File: src/rtl/keypad_pkg.sv
// Shared types and constants for the 4x4 keypad emulator.
package keypad_pkg;

    typedef enum logic [2:0] {
        StIdle,
        StBounceIn,
        StHold,
        StBounceOut,
        StGap
    } state_e;

    typedef struct packed {
        logic [1:0] row;
        logic [1:0] col;
    } key_pos_t;

    // Feedback taps 16,14,13,11 of a right-shifting Fibonacci LFSR map onto bits 0,2,3,5.
    localparam logic [15:0] LFSR_TAPS = 16'h002D;

    // Physical position of each hex key on the matrix.
    function automatic key_pos_t key_pos(input logic [3:0] key);
        key_pos_t p;
        case (key)
            4'h1:    p = '{row: 2'd0, col: 2'd0};
            4'h2:    p = '{row: 2'd0, col: 2'd1};
            4'h3:    p = '{row: 2'd0, col: 2'd2};
            4'hA:    p = '{row: 2'd0, col: 2'd3};
            4'h4:    p = '{row: 2'd1, col: 2'd0};
            4'h5:    p = '{row: 2'd1, col: 2'd1};
            4'h6:    p = '{row: 2'd1, col: 2'd2};
            4'hB:    p = '{row: 2'd1, col: 2'd3};
            4'h7:    p = '{row: 2'd2, col: 2'd0};
            4'h8:    p = '{row: 2'd2, col: 2'd1};
            4'h9:    p = '{row: 2'd2, col: 2'd2};
            4'hC:    p = '{row: 2'd2, col: 2'd3};
            4'hE:    p = '{row: 2'd3, col: 2'd0};
            4'h0:    p = '{row: 2'd3, col: 2'd1};
            4'hF:    p = '{row: 2'd3, col: 2'd2};
            default: p = '{row: 2'd3, col: 2'd3}; // 4'hD
        endcase
        return p;
    endfunction

endpackage

File: src/rtl/bounce_lfsr.sv
// 16-bit Fibonacci LFSR supplying the contact chatter pattern.
module bounce_lfsr #(
    parameter logic [15:0] SEED = 16'hACE1
) (
    input  logic clk,
    input  logic reset,
    input  logic advance,
    output logic bit0
);
    import keypad_pkg::*;

    logic [15:0] lfsr_q, lfsr_d;

    // Shift right, feeding the tap parity into the top bit, only when asked to.
    always_comb begin
        lfsr_d = lfsr_q;
        if (advance) begin
            lfsr_d = {^(lfsr_q & LFSR_TAPS), lfsr_q[15:1]};
        end
    end

    // LFSR register with synchronous reset to the seed.
    always_ff @(posedge clk) begin
        if (reset) begin
            lfsr_q <= SEED;
        end else begin
            lfsr_q <= lfsr_d;
        end
    end

    assign bit0 = lfsr_q[0];

endmodule

File: src/rtl/keypad_emulator.sv
// 4x4 matrix keypad responder: presses one key per command with bounce, hold and gap.
module keypad_emulator #(
    parameter int unsigned BOUNCE_CYCLES = 16,
    parameter int unsigned HOLD_CYCLES   = 200,
    parameter int unsigned GAP_CYCLES    = 50,
    parameter logic [15:0] LFSR_SEED     = 16'hACE1
) (
    input  logic       clk,
    input  logic       reset,
    input  logic       press_valid,
    input  logic [3:0] press_key,
    output logic       press_ready,
    input  logic [3:0] rows,
    output logic [3:0] cols,
    output logic       contact,
    output logic       busy
);
    import keypad_pkg::*;

    localparam int unsigned MAX_BH  = (BOUNCE_CYCLES > HOLD_CYCLES) ? BOUNCE_CYCLES : HOLD_CYCLES;
    localparam int unsigned MAX_CYC = (MAX_BH > GAP_CYCLES) ? MAX_BH : GAP_CYCLES;
    localparam int unsigned CNT_W   = $clog2(MAX_CYC) + 1;

    typedef logic [CNT_W-1:0] cnt_t;

    // Counters hold "cycles remaining minus one"; terminal count is zero.
    localparam cnt_t LD_BOUNCE = cnt_t'((BOUNCE_CYCLES > 0) ? BOUNCE_CYCLES - 1 : 0);
    localparam cnt_t LD_HOLD   = cnt_t'((HOLD_CYCLES > 0) ? HOLD_CYCLES - 1 : 0);
    localparam cnt_t LD_GAP    = cnt_t'((GAP_CYCLES > 0) ? GAP_CYCLES - 1 : 0);

    state_e     state_q, state_d;
    cnt_t       cnt_q, cnt_d;
    logic [3:0] key_q, key_d;
    logic       lfsr_adv;
    logic       lfsr_bit;
    key_pos_t   pos;

    bounce_lfsr #(
        .SEED (LFSR_SEED)
    ) u_lfsr (
        .clk     (clk),
        .reset   (reset),
        .advance (lfsr_adv),
        .bit0    (lfsr_bit)
    );

    // State, counter and latched key registers.
    always_ff @(posedge clk) begin
        if (reset) begin
            state_q <= StIdle;
            cnt_q   <= '0;
            key_q   <= '0;
        end else begin
            state_q <= state_d;
            cnt_q   <= cnt_d;
            key_q   <= key_d;
        end
    end

    // Next-state: walk bounce-in, hold, bounce-out, gap; zero-length phases are skipped.
    always_comb begin
        state_d = state_q;
        cnt_d   = cnt_q;
        key_d   = key_q;
        unique case (state_q)
            StIdle: begin
                if (press_valid) begin
                    key_d = press_key;
                    if (BOUNCE_CYCLES != 0) begin
                        state_d = StBounceIn;
                        cnt_d   = LD_BOUNCE;
                    end else begin
                        state_d = StHold;
                        cnt_d   = LD_HOLD;
                    end
                end
            end
            StBounceIn: begin
                if (cnt_q == '0) begin
                    state_d = StHold;
                    cnt_d   = LD_HOLD;
                end else begin
                    cnt_d = cnt_q - cnt_t'(1);
                end
            end
            StHold: begin
                if (cnt_q == '0) begin
                    if (BOUNCE_CYCLES != 0) begin
                        state_d = StBounceOut;
                        cnt_d   = LD_BOUNCE;
                    end else if (GAP_CYCLES != 0) begin
                        state_d = StGap;
                        cnt_d   = LD_GAP;
                    end else begin
                        state_d = StIdle;
                    end
                end else begin
                    cnt_d = cnt_q - cnt_t'(1);
                end
            end
            StBounceOut: begin
                if (cnt_q == '0) begin
                    if (GAP_CYCLES != 0) begin
                        state_d = StGap;
                        cnt_d   = LD_GAP;
                    end else begin
                        state_d = StIdle;
                    end
                end else begin
                    cnt_d = cnt_q - cnt_t'(1);
                end
            end
            StGap: begin
                if (cnt_q == '0) begin
                    state_d = StIdle;
                end else begin
                    cnt_d = cnt_q - cnt_t'(1);
                end
            end
            default: state_d = StIdle;
        endcase
    end

    // Outputs: contact chatters from the LFSR in bounce states, with the last cycle forced.
    always_comb begin
        contact  = 1'b0;
        lfsr_adv = 1'b0;
        unique case (state_q)
            StBounceIn: begin
                lfsr_adv = 1'b1;
                contact  = (cnt_q == '0) ? 1'b1 : lfsr_bit;
            end
            StHold: contact = 1'b1;
            StBounceOut: begin
                lfsr_adv = 1'b1;
                contact  = (cnt_q == '0) ? 1'b0 : lfsr_bit;
            end
            default: contact = 1'b0;
        endcase
    end

    assign busy        = (state_q != StIdle);
    assign press_ready = (state_q == StIdle);

    // Closed switch pulls its column low only while its own row is driven low.
    always_comb begin
        cols = 4'hF;
        pos  = key_pos(key_q);
        if (contact && !rows[pos.row]) begin
            cols[pos.col] = 1'b0;
        end
    end

endmodule

File: config.mk
export PLATFORM = sky130hd
export DESIGN_NAME = keypad_emulator
export DESIGN_NICKNAME = d
export VERILOG_FILES = /design/src/rtl/keypad_pkg.sv /design/src/rtl/bounce_lfsr.sv /design/src/rtl/keypad_emulator.sv
export SDC_FILE = /design/constraint.sdc
export NUM_CORES = 1
export LEC_CHECK = 0
export BUFFER_PORTS_ARGS = -buffer_cell sky130_fd_sc_hd__buf_2
export CAP_MARGIN = 10
export CORE_ASPECT_RATIO = 2
export CORE_UTILIZATION = 59
export CTS_CLUSTER_SIZE = 10
export DETAILED_ROUTE_END_ITERATION = 16
export GPL_ROUTABILITY_DRIVEN = 0
export PLACE_DENSITY = 0.79
export SYNTH_ARGS = -nofsm -noshare
export SYNTH_HDL_FRONTEND = slang
export SYNTH_SLANG_ARGS = --single-unit
File: constraint.sdc
create_clock -name clk -period 6.6 [get_ports clk]
set_clock_uncertainty 0.2 [all_clocks]
set_input_delay 0.66 -clock clk [delete_from_list [all_inputs] [get_ports clk]]
set_output_delay 0.66 -clock clk [all_outputs]
set_load 0.01 [all_outputs]
==> results.md <==
* Initial Utilization at 0.630
* WP data required at 5.74 ns
* Max-Cap Viols at 0
* Port buffer count at 17
* Number of CTS-inserted buffers at 5
* CTS resizes at 0
* Worst path slowest cell: nor4b_4
* Gr ovfl total at 0
* Worst endpoint data arrival time at 2.48 ns
* Dpl cells at 288
* Fin crit period at 3.34 ns
* Diode count at 0
* Run status: finished clean
* Via density at 6.19
* Hold Violations, Final at 0
* FMAX at 299 MHz
* CTS sink count at 36
* Die area at 3700 sq um
* Multi-input logic area at 1200 sq um
* Clock latency on the worst-skew pair at 0.30 ns
* Syn avg cell area at 7.91 sq um
* Pin count of the biggest net entering global routing at 30
* # rows at 29
* Post-Synthesis Cells at 257
* Main flop type after synthesis: dfxtp_1
* Gr usage total at 0.284
* Cell Chain, Critical Path: inv_1 > ha_1 > nor4b_4 > nand3_1 > a311o_1 > nor3_2 > nand2_1 > buf_2
* First DRT Iteration DRCs at 54
* Vias at 1838
* Area post-placement at 2080 sq um
* Async SR Flop Fraction at 0
* DR pass1 iterations at 6
* Worst path top cell family by delay: simple AND/OR/NAND/NOR gates
* Rel. slew slack at 0.540
* Synth-to-layout area growth at 10.9%
* Power Density at 347 nW/um^2
* Fin crit share at 0.506
* Worst-margin pin slew at 0.690 ns
* Root buf cell: clkbuf_8
* Seq cells post-synth at 36
* Post-route design area at 2250 sq um
* Final ANT Viol Nets at 0
* Leak at 0.900 nW
* Die width at 43.5 um
* Ports at 18
* Hold Buf Count CTS at 0
* First-pass GRT wire length at 7980 um
* Yosys warnings at 0
* Vias in the first global route at 1770
* Slew Limit Fails at 0
* Routed wire length at 4760 um
* Critical Path Start Type: flip-flop
* Clock Tree Buf Depth at 2
* Die H at 85.0 um
* CTS tree: built
* H-Tree Depth at 2
* Drc violations at 0
* Core outline area at 3230 sq um
* Final setup violation count at 0
* Sequential-to-total area share from yosys stat at 0.354
* Register clock-pin slew on the reported worst setup and hold paths at 0.08 ns
* Crit Path Class: flip-flop to output port
* Initial antenna violation count at 0
* Reg area at 721 sq um
* Commonest non-fill, non-tap cell in the layout: nand2_1
* Post-synthesis cell area at 2030 sq um
* Commonest cells after routing, fill and taps aside: nand2_1 (45), dfxtp_1 (36), nor2_1 (19)
* Share of cells above drive strength 1 at 0.150
* Fin Setup TNS at 0 ns
* Max IR drop VDD at 0.253 mV
* Cell Count, Final, Fillers Out at 297
* Syn_nets at 269
* Post-CTS Repair Setup Buffers at 0
* # fillers at 263
* Detailed placement HPWL at 3170 um
* Library cells used by synthesis at 59
* Post-DR wirelength/cell at 16.0 um
* Crit. End Element: output port
* Bufs and invs on worst path at 2
* Final nets at 277
* Hold crit path type: flip-flop to flip-flop
* CP Max Fanout at 10
* RSZ-0062 raised after global routing: no
* Slowest stage delay, CP at 0.45 ns
* Post-synth EDFFs at 0
Yosys cell counts, types with 4 or more instances:
cell type / instances / area (sq um)
nand2b_1: 8 / 50.1
nand3_1: 15 / 75.1
dfxtp_1: 36 / 721
xnor2_1: 6 / 52.6
a21oi_1: 16 / 80.1
o21ai_0: 8 / 40.0
mux2i_1: 4 / 40.0
nor2_1: 19 / 71.3
nor3_1: 10 / 50.1
clkbuf_1: 9 / 33.8
a31oi_1: 4 / 25.0
inv_1: 8 / 30.0
nand2_1: 45 / 169
buf_2: 6 / 30.0
sequential cells by signal, summed over array words and instances, names as in the netlist:
signal,cells
u_lfsr.lfsr_q,16
cnt_q,9
pos,4
key_q,4
state_q,3
area by class of cell:
cell class,instances,share of cell area
Clock buffer,5,0.0305
Clock inverter,3,0.0400
Inverter,8,0.0133
Multi-Input combinational cell,195,0.533
Sequential cell,36,0.320
Tap cell,31,0.0172
Timing Repair Buffer,19,0.0461
where the power goes:
| group | internal, W | total [W] | switching, W |
|---|---|---|---|
| Clock | 0.000189 | 0.000276 | 0.0000867 |
| Sequential | 0.000246 | 0.000281 | 0.0000345 |
| Combinational | 0.0000953 | 0.000225 | 0.000130 |
stage by stage:
step	utilization	power, W	setup WS, ns	hold slack [ns]
detailed placement	0.645	0.000503	3.60	0.247
floorplan	-	0.000456	3.89	0.232
global route	0.698	0.000820	3.07	0.279
finish	0.698	0.000782	3.26	0.259
CTS	0.695	0.000779	3.26	0.256
global placement	0.645	0.000499	3.64	0.244
worst reg2reg max path: stages (launching register included):
cell     delay (ns)
dfxtp_1        0.53
or4b_1         0.77
mux2i_4        0.26
nor2_2         0.22
nor2b_1        0.10
a221o_1        0.35
metal layers:
metal,vias to the layer above,track usage,part of all wire
met2,48,0.496,0.54
li1,922,-,-
met5,-,0,0
met4,0,0.179,0.041
met1,849,0.303,0.39
met3,19,0.0447,0.030
kinds of logic (layout without fill, tap and decap cells):
logic type,Yosys count,in the layout,synth area share
XOR/XNOR,8,8,0.0345
buffers and inverters,26,35,0.0542
AND/OR/NAND/NOR,122,122,0.311
multiplexers,6,6,0.0418
flip-flops,36,36,0.354
adder cells (fa/ha/maj),2,2,0.0111
AO/OA/AOI/OAI,57,57,0.193
final timing paths:
check	startpoint	endpoint	slack, ns	cells after the start
worst min-delay path	u_lfsr.lfsr_q[8]	u_lfsr.lfsr_q[8]	0.26	2
worst min register to register	u_lfsr.lfsr_q[8]	u_lfsr.lfsr_q[8]	0.26	2
worst max register to register	state_q[2]	pos[1]	4.06	5
worst max-delay path	cnt_q[0]	cols[1]	3.26	8
(Power assumes the default switching activity.)
